==> src/rtl/bit_index_packer.sv <==
// Rebuilds a data word from a stream of bit positions; each accepted index sets
// one bit, and the word is presented with summary flags when the last beat lands.
module bit_index_packer #(
  parameter int INPUT_WIDTH = 64,
  parameter int IDX_WIDTH   = $clog2(INPUT_WIDTH)
) (
  input  logic                   clk,
  input  logic                   rst_n,
  input  logic                   in_valid,
  output logic                   in_ready,
  input  logic [IDX_WIDTH-1:0]   in_idx,
  input  logic                   in_last,
  output logic                   out_valid,
  input  logic                   out_ready,
  output logic [INPUT_WIDTH-1:0] out_data,
  output logic [IDX_WIDTH-1:0]   out_high_idx,
  output logic [IDX_WIDTH:0]     out_count,
  output logic                   out_dup,
  output logic                   out_err
);

  typedef enum logic {ACCUM = 1'b0, HOLD = 1'b1} state_t;

  state_t state;
  logic   idx_ok;

  // Out-of-range indices only exist when the width is not a power of two.
  generate
    if ((1 << IDX_WIDTH) == INPUT_WIDTH) begin : g_pow2
      assign idx_ok = 1'b1;
    end else begin : g_npow2
      assign idx_ok = ({1'b0, in_idx} < (IDX_WIDTH+1)'(INPUT_WIDTH));
    end
  endgenerate

  assign in_ready  = (state == ACCUM);
  assign out_valid = (state == HOLD);

  always_ff @(posedge clk or negedge rst_n) begin
    if (!rst_n) begin
      state        <= ACCUM;
      out_data     <= '0;
      out_high_idx <= '0;
      out_count    <= '0;
      out_dup      <= 1'b0;
      out_err      <= 1'b0;
    end else begin
      case (state)
        ACCUM: begin
          if (in_valid) begin
            if (idx_ok) begin
              out_data[in_idx] <= 1'b1;
              out_dup          <= out_dup | out_data[in_idx];
              // Empty count marks the first beat, which loads unconditionally.
              if ((out_count == '0) || (in_idx > out_high_idx))
                out_high_idx <= in_idx;
            end else begin
              out_err <= 1'b1;
            end
            if (out_count != '1)
              out_count <= out_count + 1'b1;
            if (in_last)
              state <= HOLD;
          end
        end
        HOLD: begin
          if (out_ready) begin
            state        <= ACCUM;
            out_data     <= '0;
            out_high_idx <= '0;
            out_count    <= '0;
            out_dup      <= 1'b0;
            out_err      <= 1'b0;
          end
        end
        default: state <= ACCUM;
      endcase
    end
  end

endmodule

==> config.mk <==
export PLATFORM = sky130hd
export DESIGN_NAME = bit_index_packer
export DESIGN_NICKNAME = d
export VERILOG_FILES = /design/src/rtl/bit_index_packer.sv
export SDC_FILE = /design/constraint.sdc
export NUM_CORES = 1
export LEC_CHECK = 0
export ABC_AREA = 0
export BUFFER_PORTS_ARGS = -buffer_cell sky130_fd_sc_hd__buf_4
export CAP_MARGIN = 20
export CORE_MARGIN = 4
export CORE_UTILIZATION = 45
export CTS_BUF_LIST = sky130_fd_sc_hd__clkbuf_16
export CTS_CLUSTER_SIZE = 14
export DETAILED_ROUTE_END_ITERATION = 7
export HOLD_SLACK_MARGIN = 0.1
export PLACE_DENSITY = 0.81
export RECOVER_POWER = 100
export SYNTH_ARGS = -nofsm -noshare
export SYNTH_HDL_FRONTEND = slang
export SYNTH_SLANG_ARGS = --single-unit
==> constraint.sdc <==
create_clock -name clk -period 2.41 [get_ports clk]
set_clock_uncertainty 0.2 [all_clocks]
set_input_delay 0.241 -clock clk [delete_from_list [all_inputs] [get_ports clk]]
set_output_delay 0.241 -clock clk [all_outputs]
set_load 0.1 [all_outputs]
==> metrics.md <==
| Metric | Value |
|---|---|
| Run status | finished clean |
| Die Wd | about 100 um |
| Max Root-Sink Buffers | 2 |
| ANT nets after route | 0 |
| Post-synth EDFFs | 0 |
| Starting Density | between 40 and 50% |
| Initial DRC Count | roughly 390 |
| PwrDens | 923.6 nW/um^2 |
| Rel. slew slack | ~19% |
| Total grt overflow | 0 |
| RD Place Congestion | a little under 0.9 |
| Setup Fix Bufs, Post-CTS | 0 |
| First-pass DRT Iterations | 5 |
| Root buffer cell | clkbuf_16 |
| DR WL/cell | 19.23 um |
| P_sw | approximately 2 mW |
| Total wire length | between 10000 and 15000 um |
| DR vias | about 3700 |
| CP Capture Type | register |
| Worst hold slack | about 100 ps |
| Slew @ Worst Pin | around 1200 ps |
| RSZ-0062 raised after global routing | no |
| Nets | between 500 and 600 |
| Layout area overhead | 20.79% |
| Power share of the clock group | ~29% |
| First-pass GRT wire length | about 18000 um |
| Reg power frac | 35.2% |
| I/O pin cnt | 92 |
| Clk sinks | slightly below 80 |
| Final Hold Viols | 0 |
| Vias per cell | roughly 6 |
| Leakage | between 2 and 2.5 nW |
| Fraction of layout cells with a size suffix above 1 | between 10% and 20% |
| Worst-Skew Late Latency | between 300 and 400 ps |
| Fillcell total | roughly 810 |
| Fin crit period | roughly 2300 ps |
| CP Class | input pin to register |
| Syn. warnings | 0 |
| DP Area | 4786 sq um |
| Core area | about 8700 sq um |
| Arrival time worst endpoint | around 2300 ps |
| CP max FO | 11 |
| Startpoint type of the worst setup path | input pin |
| CTS tree | done |
| Max VDD drop | a little under 0.0005 V |
| Post-layout util | a little under three fifths |
| Final Cell Area | 4813 sq um |
| Max-Cap Viols | 0 |
| Die H | between 100 and 150 um |
| TNS Setup | 0 ps |
| Antenna violations before repair | 0 |
| Ant diodes | 0 |
| Reg area | slightly below 2000 sq um |
| Cell Area, Synth | roughly 4000 sq um |
| Port buffer count | 90 |
| Row cnt | 34 |
| H-tree Lvls | 3 |
| Total power | roughly 4.4 mW |
| DPL Wire Length | approximately 8200 um |
| Seq/Total Area, Yosys | approximately half |
| Synth cell types | 59 |
| Largest net degree at the start of global routing | 43 |
| Final setup violation count | 0 |
| Async SR Flop Fraction | between 90% and 100% |
| Total GRT Usage | 22.96% |
| Die ar. | ~10000 sq um |
| Drt drc | 0 |
| Sw frac | 45.10% |
| Worst-path clk slew | 60 ps |
| Top FF cell, synth | dfrtp_1 |
| Num CTS Buffers | 9 |
| Number of synthesized register bits | ~80 |
| Mapped Cells | 400 |
| Req. time, crit path | roughly 2400 ps |
| Internal | 2.441 mW |
| Syn Nets | about 420 |
| Syn_area_per_cell | 9.963 sq um |
| Area of the multi-input gates | 1785 sq um |
| Tcrit/Tclk final | 94.45% |
| FMAX | approximately 440 MHz |
| Hold Path Class | input pin to register |
| Combinational power share | 35.8% |
| Slew Viols, Final | 0 |
| Vias in the first global route | between 3000 and 4000 |
synthesized netlist by cell type (4+ instances only):
library cell,instances,area share (%)
a31oi_1,9,1.4
nand2_1,8,0.75
buf_2,6,0.75
nor3_2,5,1.3
mux2i_1,7,1.8
nor2_1,78,7.3
o22ai_1,5,0.78
ha_1,8,2.5
dfrtp_1,79,50
o2111ai_1,4,0.88
buf_1,4,0.38
nor2b_1,5,0.78
clkbuf_1,7,0.66
buf_4,6,1.1
o21ai_0,4,0.50
nand3_1,6,0.75
xor2_1,4,0.88
a21oi_1,60,7.5
a221oi_1,12,2.6
a21o_1,5,0.94
inv_1,14,1.3
logic make-up after synthesis:
group / count (synthesis) / synth area share [%]
mux: 13 / 4.678
compound gates: 121 / 20.03
simple gates: 132 / 16.64
buf+inv: 42 / 5.557
other cells: 1 / 0.09410
fa+ha+maj: 8 / 2.512
xor+xnor: 4 / 0.8790
flops: 79 / 49.61
power by group through the flow:
stage          clock (mW)  sequential (mW)  combinational (mW)
2_1_floorplan           0             2.41               0.450
6_report             1.29             1.56                1.59
5_1_grt              1.37             1.58                1.68
3_5_place_dp            0             1.59                1.66
4_1_cts              1.31             1.56                1.69
3_3_place_gp            0             1.58                1.63
registers in the layout, indices dropped and copies added (netlist names):
register	cells
out_data	64
out_valid	1
out_dup	1
out_high_idx	6
out_count	7
critical path: stages:
cell and delay, ps:
dlygate4sd3_1 530, buf_4 180, ha_1 310, nand4_1 100, o21bai_1 160, o2111ai_2 250
and2_1 290, o31ai_1 240
worst paths after layout:
| path | slack (ps) | endpoint | cells after the start | startpoint |
|---|---|---|---|---|
| min in group asynchronous | 390 | out_valid | 2 | rst_n |
| worst min-delay path | 100 | out_count[6] | 3 | in_valid |
| worst max-delay path | 130 | out_high_idx[5] | 8 | in_idx[5] |
| max in group asynchronous | 390 | out_high_idx[1] | 3 | rst_n |
| worst max register to register | 240 | out_high_idx[5] | 7 | out_high_idx[3] |
| worst min register to register | 330 | out_data[12] | 2 | out_data[12] |
layer usage:
metal / up-vias / global-route usage [%] / share of wire [%]
met1: 1829 / 30.09 / 42
li1: 1642 / - / -
met2: 179 / 37.03 / 48
met4: 0 / 8.779 / 3.0
met3: 33 / 5.529 / 7.6
met5: - / 0 / 0
metrics by stage:
step / instances / setup WS (ps)
after floorplan: 400 / 14.23
after global placement: 587 / 295.3
after detailed placement: 587 / 132.2
after CTS: 610 / 10.81
after global routing: 610 / 9.853
final: 610 / 133.8
area by class of cell:
class / count / area share, %
clock inverters: 7 / 1.144
well taps: 108 / 2.807
multi-input cells: 279 / 37.09
repair buffers: 113 / 11.88
inverters: 15 / 1.170
clock buffers: 9 / 4.679
flip-flops and latches: 79 / 41.23
repair_timing:
item,in CTS,in global routing
setup endpoints to repair,0,6
hold buffers,7,0
resized for setup,0,2
endpoints found under the hold margin,45,0
cell usage in the layout, fill, tap and decap left out, types with 3 or more instances in the layout:
cell type and n:
clkbuf_2 10, mux4_2 3, o22ai_1 5, and3_1 3, inv_1 14, dfrtp_2 6, nor2_1 78, a21o_1 5
nand2b_1 3, nor3_1 3, xor2_1 4, a21oi_1 60, nor3_2 5, clkbuf_16 9, a221oi_1 12, inv_6 3
nand2_1 8, a22oi_1 3, dfrtp_1 73, o21ai_0 4, ha_1 8, a31oi_1 9, o2111ai_1 3, nand3b_1 3
o31ai_1 3, clkbuf_1 74, dlygate4sd3_1 7, buf_4 19, mux2i_1 7, and2_1 4, nor2b_1 5, nand3_1 6
Power figures use the tool's default switching activity.
